## src/rtl/reglk_pkg.sv

```systemverilog
// Shared types and defaults for the lock-bit register bank.
package reglk_pkg;

    typedef enum logic [1:0] {
        NORMAL = 2'd0,
        ARMING = 2'd1,
        DEBUG  = 2'd2,
        RELOCK = 2'd3
    } reglk_state_e;

    localparam int unsigned DEF_NUM_WORDS   = 6;
    localparam int unsigned DEF_WORD_W      = 32;
    localparam int unsigned DEF_UNLOCK_HOLD = 4;
    localparam int unsigned DEF_CNT_W       = 8;

    typedef logic [DEF_WORD_W-1:0] reglk_words_t [DEF_NUM_WORDS];

    // Bits needed to index n entries, never less than one.
    function automatic int unsigned clog2_min1(input int unsigned n);
        return (n > 1) ? $clog2(n) : 1;
    endfunction

endpackage

```

## src/rtl/reglk_bank_if.sv

```systemverilog
// Write handshake and read port of the lock-bit register bank.
interface reglk_bank_if #(
    parameter int unsigned AW     = 3,
    parameter int unsigned WORD_W = 32
);
    logic              wr_valid_i;
    logic              wr_ready_o;
    logic [AW-1:0]     wr_addr_i;
    logic [WORD_W-1:0] wr_data_i;
    logic [AW-1:0]     rd_addr_i;
    logic [WORD_W-1:0] rd_data_o;

    modport master (
        output wr_valid_i, wr_addr_i, wr_data_i, rd_addr_i,
        input  wr_ready_o, rd_data_o
    );

    modport slave (
        input  wr_valid_i, wr_addr_i, wr_data_i, rd_addr_i,
        output wr_ready_o, rd_data_o
    );
endinterface

```

## src/rtl/reglk_unlock_fsm.sv

```systemverilog
// Debug unlock sequencer: arming hold counter, debug/relock states and sticky freeze.
module reglk_unlock_fsm
    import reglk_pkg::*;
#(
    parameter int unsigned UNLOCK_HOLD = DEF_UNLOCK_HOLD
) (
    input  logic clk_i,
    input  logic rst_i,
    input  logic unlock_i,
    input  logic auth_i,
    input  logic freeze_i,
    output logic dbg_mode_o,
    output logic frozen_o,
    output logic wr_ready_o,
    output logic clear_all_c
);

    localparam int unsigned CW = clog2_min1(UNLOCK_HOLD + 1);

    reglk_state_e  state_q;
    logic [CW-1:0] cnt_q;
    logic          arm_ok_c;

    // A freeze request in the same cycle blocks the unlock request.
    always_comb begin
        arm_ok_c    = unlock_i & auth_i & ~frozen_o & ~freeze_i;
        clear_all_c = 1'b0;
        if (arm_ok_c) begin
            if ((state_q == NORMAL) && (UNLOCK_HOLD == 32'd1)) begin
                clear_all_c = 1'b1;
            end
            if ((state_q == ARMING) && ((32'(cnt_q) + 32'd1) >= UNLOCK_HOLD)) begin
                clear_all_c = 1'b1;
            end
        end
    end

    always_ff @(posedge clk_i or posedge rst_i) begin
        if (rst_i) begin
            state_q    <= NORMAL;
            cnt_q      <= '0;
            frozen_o   <= 1'b0;
            wr_ready_o <= 1'b1;
            dbg_mode_o <= 1'b0;
        end else begin
            if (freeze_i && (state_q != DEBUG)) begin
                frozen_o <= 1'b1;
            end
            case (state_q)
                NORMAL: begin
                    if (clear_all_c) begin
                        state_q    <= DEBUG;
                        dbg_mode_o <= 1'b1;
                    end else if (arm_ok_c) begin
                        state_q    <= ARMING;
                        cnt_q      <= CW'(1);
                        wr_ready_o <= 1'b0;
                    end
                end
                ARMING: begin
                    if (clear_all_c) begin
                        state_q    <= DEBUG;
                        cnt_q      <= '0;
                        wr_ready_o <= 1'b1;
                        dbg_mode_o <= 1'b1;
                    end else if (arm_ok_c) begin
                        cnt_q <= cnt_q + CW'(1);
                    end else begin
                        state_q    <= NORMAL;
                        cnt_q      <= '0;
                        wr_ready_o <= 1'b1;
                    end
                end
                DEBUG: begin
                    if (!unlock_i || !auth_i) begin
                        state_q    <= RELOCK;
                        wr_ready_o <= 1'b0;
                        dbg_mode_o <= 1'b0;
                    end
                end
                RELOCK: begin
                    state_q    <= NORMAL;
                    wr_ready_o <= 1'b1;
                end
                default: begin
                    state_q    <= NORMAL;
                    cnt_q      <= '0;
                    wr_ready_o <= 1'b1;
                    dbg_mode_o <= 1'b0;
                end
            endcase
        end
    end

endmodule

```

## src/rtl/reglk_bank.sv

```systemverilog
// Lock-bit register bank: set-only lock words, debug overwrite, read port and violation counter.
module reglk_bank
    import reglk_pkg::*;
#(
    parameter int unsigned NUM_WORDS   = DEF_NUM_WORDS,
    parameter int unsigned WORD_W      = DEF_WORD_W,
    parameter int unsigned UNLOCK_HOLD = DEF_UNLOCK_HOLD,
    parameter int unsigned CNT_W       = DEF_CNT_W
) (
    input  logic                        clk_i,
    input  logic                        rst_i,
    reglk_bank_if.slave                 bus,
    input  logic                        jtag_unlock_i,
    input  logic                        jtag_auth_i,
    input  logic                        freeze_i,
    output logic [NUM_WORDS*WORD_W-1:0] reglk_o,
    output logic                        dbg_mode_o,
    output logic                        frozen_o,
    output logic                        wr_err_o,
    output logic [CNT_W-1:0]            viol_cnt_o
);

    localparam int unsigned AW = clog2_min1(NUM_WORDS);

    logic [WORD_W-1:0] words_q [NUM_WORDS];
    logic [WORD_W-1:0] rd_data_q;
    logic [AW-1:0]     wr_addr;
    logic [AW-1:0]     rd_addr;
    logic [WORD_W-1:0] wr_data;
    logic              wr_ready;
    logic              clear_all_c;
    logic              wr_acc;
    logic              wr_in_range;
    logic              rd_in_range;

    assign wr_addr          = bus.wr_addr_i;
    assign rd_addr          = bus.rd_addr_i;
    assign wr_data          = bus.wr_data_i;
    assign bus.wr_ready_o   = wr_ready;
    assign bus.rd_data_o    = rd_data_q;
    assign wr_acc           = bus.wr_valid_i & wr_ready;
    assign wr_in_range      = 32'(wr_addr) < NUM_WORDS;
    assign rd_in_range      = 32'(rd_addr) < NUM_WORDS;

    reglk_unlock_fsm #(
        .UNLOCK_HOLD (UNLOCK_HOLD)
    ) u_fsm (
        .clk_i       (clk_i),
        .rst_i       (rst_i),
        .unlock_i    (jtag_unlock_i),
        .auth_i      (jtag_auth_i),
        .freeze_i    (freeze_i),
        .dbg_mode_o  (dbg_mode_o),
        .frozen_o    (frozen_o),
        .wr_ready_o  (wr_ready),
        .clear_all_c (clear_all_c)
    );

    // Writes are only accepted in NORMAL or DEBUG, so dbg_mode_o selects the write semantics.
    always_ff @(posedge clk_i or posedge rst_i) begin
        if (rst_i) begin
            for (int k = 0; k < int'(NUM_WORDS); k++) begin
                words_q[k] <= '0;
            end
            rd_data_q  <= '0;
            wr_err_o   <= 1'b0;
            viol_cnt_o <= '0;
        end else begin
            wr_err_o  <= wr_acc & (~wr_in_range | frozen_o);
            rd_data_q <= rd_in_range ? words_q[rd_addr] : '0;
            if (clear_all_c) begin
                for (int k = 0; k < int'(NUM_WORDS); k++) begin
                    words_q[k] <= '0;
                end
            end else if (wr_acc && wr_in_range && !frozen_o) begin
                if (dbg_mode_o) begin
                    words_q[wr_addr] <= wr_data;
                end else begin
                    words_q[wr_addr] <= words_q[wr_addr] | wr_data;
                    if ((|(words_q[wr_addr] & ~wr_data)) && (viol_cnt_o != '1)) begin
                        viol_cnt_o <= viol_cnt_o + CNT_W'(1);
                    end
                end
            end
        end
    end

    for (genvar k = 0; k < int'(NUM_WORDS); k++) begin : g_flat
        assign reglk_o[k*WORD_W +: WORD_W] = words_q[k];
    end

endmodule

```

## src/flat_wrapper.sv

```systemverilog
// flat-port wrapper written by rule: the top's interface ports become plain ports
module reglk_bank_flat import reglk_pkg::*;
#(
    parameter int unsigned NUM_WORDS   = DEF_NUM_WORDS,
    parameter int unsigned WORD_W      = DEF_WORD_W,
    parameter int unsigned UNLOCK_HOLD = DEF_UNLOCK_HOLD,
    parameter int unsigned CNT_W       = DEF_CNT_W
)
  (clk_i, rst_i, jtag_unlock_i, jtag_auth_i, freeze_i, reglk_o, dbg_mode_o, frozen_o, wr_err_o, viol_cnt_o, bus_wr_valid_i, bus_wr_addr_i, bus_wr_data_i, bus_rd_addr_i, bus_wr_ready_o, bus_rd_data_o);
  reglk_bank_if #(.WORD_W(WORD_W)) bus_i ();
  input  logic clk_i;
  input  logic rst_i;
  input  logic jtag_unlock_i;
  input  logic jtag_auth_i;
  input  logic freeze_i;
  output logic [NUM_WORDS*WORD_W-1:0] reglk_o;
  output logic dbg_mode_o;
  output logic frozen_o;
  output logic wr_err_o;
  output logic [CNT_W-1:0] viol_cnt_o;
  input wire logic [$bits(bus_i.wr_valid_i)-1:0] bus_wr_valid_i;
  input wire logic [$bits(bus_i.wr_addr_i)-1:0] bus_wr_addr_i;
  input wire logic [$bits(bus_i.wr_data_i)-1:0] bus_wr_data_i;
  input wire logic [$bits(bus_i.rd_addr_i)-1:0] bus_rd_addr_i;
  output wire logic [$bits(bus_i.wr_ready_o)-1:0] bus_wr_ready_o;
  output wire logic [$bits(bus_i.rd_data_o)-1:0] bus_rd_data_o;
  assign bus_i.wr_valid_i = bus_wr_valid_i;
  assign bus_i.wr_addr_i = bus_wr_addr_i;
  assign bus_i.wr_data_i = bus_wr_data_i;
  assign bus_i.rd_addr_i = bus_rd_addr_i;
  assign bus_wr_ready_o = bus_i.wr_ready_o;
  assign bus_rd_data_o = bus_i.rd_data_o;
  reglk_bank #(.NUM_WORDS(NUM_WORDS), .WORD_W(WORD_W), .UNLOCK_HOLD(UNLOCK_HOLD), .CNT_W(CNT_W)) u_core (.clk_i(clk_i), .rst_i(rst_i), .bus(bus_i), .jtag_unlock_i(jtag_unlock_i), .jtag_auth_i(jtag_auth_i), .freeze_i(freeze_i), .reglk_o(reglk_o), .dbg_mode_o(dbg_mode_o), .frozen_o(frozen_o), .wr_err_o(wr_err_o), .viol_cnt_o(viol_cnt_o));
endmodule
```

## config.mk

```make
export PLATFORM = sky130hd
export DESIGN_NAME = reglk_bank_flat
export DESIGN_NICKNAME = d
export VERILOG_FILES = /design/src/rtl/reglk_pkg.sv /design/src/rtl/reglk_bank_if.sv /design/src/rtl/reglk_unlock_fsm.sv /design/src/rtl/reglk_bank.sv /design/src/flat_wrapper.sv
export SDC_FILE = /design/constraint.sdc
export NUM_CORES = 1
export LEC_CHECK = 0
export ABC_AREA = 1
export BUFFER_PORTS_ARGS = -buffer_cell sky130_fd_sc_hd__buf_2
export CAP_MARGIN = 20
export CORE_MARGIN = 1.5
export CORE_UTILIZATION = 30
export DETAILED_ROUTE_END_ITERATION = 8
export GPL_TIMING_DRIVEN = 0
export SYNTH_ARGS = -nofsm -noshare
export SYNTH_HDL_FRONTEND = slang
export SYNTH_SLANG_ARGS = --single-unit
export TNS_END_PERCENT = 50
```

## constraint.sdc

```tcl
create_clock -name clk_i -period 10.95 [get_ports clk_i]
set_clock_uncertainty 0.1 [all_clocks]
set_input_delay 2.7375 -clock clk_i [delete_from_list [all_inputs] [get_ports clk_i]]
set_output_delay 2.7375 -clock clk_i [all_outputs]
set_load 0.05 [all_outputs]
```

# Word level (Yosys, flattened, before mapping)
# Cells that the tools add are included.
totals:
  output_inout_bits: 236
  inputBits: 44
  reg_bits: 241
  elab_cells: 106
classes:
  addsub: 3
  magnitude_cmp: 6
  reduce_logical: 21
  muxes: 35
  bitwise_logic: 16
  n_eq_ne: 11
op_table:
  columns: ["cell", "n"]
  rows:
  - ["192-bit two-way mux", 3]
  - ["192-bit bitwise mux", 2]
  - ["32-bit binary-select mux with 3-bit select", 2]
  - ["32-bit two-way mux", 6]
  - ["32-bit demux with 3-bit select", 1]
  - ["32-bit AND", 1]
  - ["32-bit inverter", 1]
  - ["32-bit OR", 1]
  - ["32-bit OR reduction", 1]
  - ["3-bit two-way mux", 4]
  - ["2-bit two-way mux", 5]
  - ["3-bit AND reduction", 3]
  - ["8-bit by 1-bit adder with 8-bit output (second input constant)", 1]
  - ["4-bit greater-or-equal comparator (second input constant)", 2]
  - ["1-bit two-way mux", 8]
  - ["2-bit != test (second input constant)", 4]
  - ["8-bit != test (second input constant)", 1]
  - ["3-bit inverter with 4-bit output", 2]
  - ["2-bit one-hot mux with 4 select lines", 1]
  - ["4-bit AND reduction", 2]
  - ["1-bit logical AND", 6]
  - ["3-bit < comparator (second input constant)", 2]
  - ["3-bit by 2-bit != test with 1-bit output (second input constant)", 2]
  - ["3-bit one-hot mux with 2 select lines", 1]
  - ["17 further kinds", 30]

# Longest topological paths before layout
logic_depth:
  depth_word: 9
  depth_mapped: 16
  depth_no_buf: 14

# Cells and area by module
# Synthesis repeated with hierarchy kept, for this count alone.
hier_totals:
  hier_cells: 1609
  hier_area_um2: 12568.3
by_module_without_submodules:
  columns: ["mod", "seq_area_each_um2", "n_inst", "area_per_inst_um2", "cells_per_inst"]
  rows:
  - ["reglk_bank", 5830.6, 1, 12156.7, 1558]
  - ["reglk_unlock_fsm", 201.4, 1, 411.6, 51]

# Worst setup path after synthesis
# OpenSTA, ideal clock, no wires.
synth_path:
  path_kind: "input to register"
  start: "in bus_wr_addr_i[0]"
  end: "reg u_core.viol_cnt_o[2]"
  setup_slack_ns: 6.635
  setup_time_ns: 0.068
  n_path_buf: 3
  path_stages: 14
  required_time_ns: 10.782
  arrival_time_ns: 4.147
  path_cell_list: "buf_4 -> buf_6 -> buf_4 -> o211ai_1 -> nand2_1 -> o21bai_1 -> nand2_1 -> nor2_1 -> nand2_1 -> nor2_1 -> nand2_4 -> nand2_4 -> nand2_1 -> nand2_1"
synth_between:
  elab_chain_cells: 8
  elab_cells_between_ends: 11
  cone_classes: "1 x order compare; 3 x mux; 2 x bitwise; 5 x reduce/logical"
synth_lines:
  columns: ["element", "line", "text"]
  rows:
  - ["start, declared", "flat_wrapper.sv:22", "input wire logic [$bits(bus_i.wr_addr_i)-1:0] bus_wr_addr_i;"]
  - ["3-bit inverter with 4-bit output (not written as such)", "reglk_bank.sv:80", "if ((|(words_q[wr_addr] & ~wr_data)) && (viol_cnt_o != '1)) begin"]
  - ["32-bit binary-select mux with 3-bit select", "reglk_bank.sv:80", null]
  - ["32-bit two-way mux (not written as such) (2 in a row)", "reglk_bank.sv:80", null]
  - ["32-bit AND", "reglk_bank.sv:80", null]
  - ["32-bit OR reduction", "reglk_bank.sv:80", null]
  - ["1-bit logical AND", "reglk_bank.sv:80", null]
  - ["4-bit AND reduction (no source line) *", null, null]
  - ["end signal, assigned", "reglk_bank.sv:81", "viol_cnt_o <= viol_cnt_o + CNT_W'(1);"]
  - ["end, declared", "reglk_bank.sv:20", "output logic [CNT_W-1:0] viol_cnt_o"]
# Mark *: on every way between the ends. The rest lies on a longest branch, timed or not. The select of a mux whose other input is x is not followed.
# A chain may end at the register's enable or synchronous reset.

# Worst setup path after layout
layout_path:
  start: "in bus_wr_addr_i[1]"
  end: "reg u_core.viol_cnt_o[0]"
# Same word-level chain as after synthesis.

==> flow_summary.json <==
{
  "rsz0062_at_grt": "no",
  "ios": 280,
  "ys_ff_latch": 241,
  "grtUsageTotal_pct": 28.2,
  "ys_types": 30,
  "cts_resized": 0,
  "synth_area_leaders": "dfrtp_1 48%, nand2_1 12%, o22ai_1 9.6%",
  "hold_class": "reg2reg",
  "synth-edff-count": 0,
  "grt-ovfl-total": 0,
  "required_ps": 11300,
  "std_cell_rows": 74,
  "p_leak_nw": 7.53,
  "postRouteAntennaNets": 0,
  "dr.first_iter.drc_count": 1853,
  "crit_arrival_ps": 5620,
  "drive_gt1_share_pct": 19.5,
  "netlist_top_cells_count": "389 x nand2_1, 240 x dfrtp_1, 209 x inv_1",
  "clk_pin_slew_worst_paths_ps": 60,
  "placedCellCount": 2416,
  "synth.avg_cell_area_sq_um": 7.73,
  "grt_pass1_wl_um": 86400,
  "core_sq_um": 40800,
  "max_cap_violations": 0,
  "grt_pass1_vias": 12900,
  "max_clock_freq_ghz": 0.190,
  "cts_tree": "yes",
  "cts.sinks": 241,
  "maxSlewHeadroom_pct": 20.7,
  "cts.path.max_buffers": 3,
  "critPathCaptureType": "flop",
  "ys.flop_type": "dfrtp_1",
  "nNetsFinal": 1959,
  "tightest_slew_ps": 1190,
  "grt_max_degree": 107,
  "fillCellCount": 4305,
  "ys_warn_count": 0,
  "cts_made_buffers": 27,
  "wl_per_cell_um": 24.8,
  "async_flop_share_pct": 100,
  "port-buffer-count": 277,
  "die_w_um": 206,
  "drc_errors": 0,
  "wl_um": 61200,
  "cts_hold_buf": 0,
  "gp_congestion": 0.929,
  "postCtsSetupBuffers": 0,
  "die_h_um": 206,
  "critPathMaxFanout": 10,
  "pwr_density_cell_nw_per_um2": 135,
  "root_buffer": "clkbuf_16",
  "viasPerCell": 5.54,
  "post-synth-top-count-cell": "nand2_1",
  "status": "finished, final reports clean",
  "critPathLaunchType": "input port",
  "vdd_drop_max_mv": 0.102,
  "maxSlewViolCount": 0,
  "final_cells": 2469,
  "finalSetupViolCount": 0,
  "dpl.hpwl_um": 42400,
  "synthToLayoutAreaGrowth_pct": 24.2,
  "dr_total_vias": 13700,
  "final-hold-violation-count": 0,
  "fin_crit_sh_pct": 48.1,
  "insertion_delay_ps": 580,
  "final.setup.worst_slack_ps": 5680,
  "drtPass1Iterations": 5,
  "die_area_sq_um": 42600,
  "yosysSeqAreaShare_pct": 48.6,
  "syn_area_sq_um": 12400,
  "h-tree-depth": 1,
  "antenna_found_initial": 3,
  "synth_largest_area_cell": "dfrtp_1",
  "syn-num-nets": 1651,
  "synth.top_cell.area_share_pct": 48.4,
  "dp_slack_ps": 5270,
  "start_util_pct": 30.4,
  "finalCriticalPeriod_ps": 5270,
  "netlist_instances": 1605,
  "criticalPathCategory": "in2reg"
}
-- per-layer routing --
layer | share of wire [%] | wire length, um | GRT usage, % | vias to the layer above
met4 | 5.9 | 3600 | 15.8 | 2
li1 | - | - | - | 5978
met2 | 43 | 26300 | 41.6 | 940
met5 | 0.075 | 46 | 0.833 | -
met1 | 39 | 23900 | 36.7 | 6561
met3 | 12 | 7310 | 8.31 | 205
-- sequential cells by signal, summed over array words and instances, names as in the netlist --
register	count
u_core.bus.rd_data_o	32
u_core.reglk_o	192
u_core.u_fsm.cnt_q	3
u_core.u_fsm.dbg_mode_o	1
u_core.u_fsm.frozen_o	1
u_core.u_fsm.state_q	2
u_core.u_fsm.wr_ready_o	1
u_core.viol_cnt_o	8
u_core.wr_err_o	1
-- logic make-up (layout without fill, tap and decap cells) --
kind of cell	Yosys count	after routing	synth area share [%]
other	0	3	0
and+or+nand+nor	604	604	19.6
buffers and inverters	319	648	10.4
xor gates and xnor gates	6	6	0.424
DFF	241	241	48.6
adders and majority gates	2	2	0.202
AOI/OAI and AO/OA	433	433	20.7
-- through the flow --
step	total power [mW]	util (%)	area, sq um	TNS (ps)	hold slack (ps)
floorplan	1.07	-	12400	0	336
global placement	1.16	35.4	14500	-394230	358
detailed placement	1.16	35.6	14500	0	378
CTS	2.08	37.7	15400	0	395
global route	2.13	37.7	15400	0	407
finish	2.07	37.7	15400	0	384
-- critical path: stages --
cell,delay [ps]
buf_2,100
buf_4,180
nor2_2,460
clkbuf_1,940
nand3_1,150
nand2_1,130
o21bai_1,100
nand2_1,180
nor2_1,60
nand2_1,70
nor2_1,80
nand2_4,150
nand2_4,110
nand2_1,100
nand2_1,60
-- path summary, 6_finish.rpt --
path | cells past startpoint | slack (ps) | end | from
max | 15 | 5680 | u_core.viol_cnt_o[0] | bus_wr_addr_i[1]
min | 1 | 380 | u_core.u_fsm.state_q[0] | u_core.u_fsm.state_q[0]
max reg2reg | 7 | 8020 | u_core.reglk_o[166] | u_core.u_fsm.frozen_o
min reg2reg | 1 | 380 | u_core.u_fsm.state_q[0] | u_core.u_fsm.state_q[0]
max in group asynchronous | 4 | 7380 | u_core.viol_cnt_o[5] | rst_i
min in group asynchronous | 2 | 2020 | u_core.reglk_o[176] | rst_i
-- where the power goes --
part	switching [mW]	internal, mW	leakage, nW	total (mW)
combinational	0.195	0.0568	4.81	0.252
clock	0.396	0.524	0.436	0.920
sequential	0.00252	0.900	2.28	0.903
total	0.593	1.48	7.53	2.07
-- cells in the final DEF (no fill, tap or decap), types with 2 or more instances in the layout --
master	synthesis	layout
dfrtp_1	240	240
a31oi_1	2	2
a21oi_1	36	36
nand3_1	90	90
o21ai_1	3	3
ha_1	2	2
inv_1	209	208
o22ai_1	190	190
nand2_4	2	2
nor2_2	2	2
o21bai_1	28	28
buf_1	5	5
xnor2_1	4	4
xor2_1	2	2
diode_2	0	3
clkbuf_16	0	27
clkinv_1	2	2
clkbuf_8	0	7
buf_16	0	2
inv_2	4	4
nor2_1	109	109
buf_2	32	309
clkinv_2	0	7
o211ai_1	35	35
nand2_1	389	389
clkbuf_1	56	62
buf_4	8	8
buf_6	3	3
nand4_1	9	9
o21ai_0	138	138
-- cell type report --
cell class	instances	area (sq um)	share of cell area, %
Inverter	215	815	5.29
Timing Repair Buffer	279	1440	9.36
Clock buffer	40	795	5.16
Sequential cell	241	6030	39.2
Tap cell	532	666	4.32
Multi-Input combinational cell	1045	5080	33.0
Antenna cell	3	7.51	0.0487
Clock inverter	10	81.3	0.528
Buffer	104	483	3.14
Power figures use the tool's default switching activity.
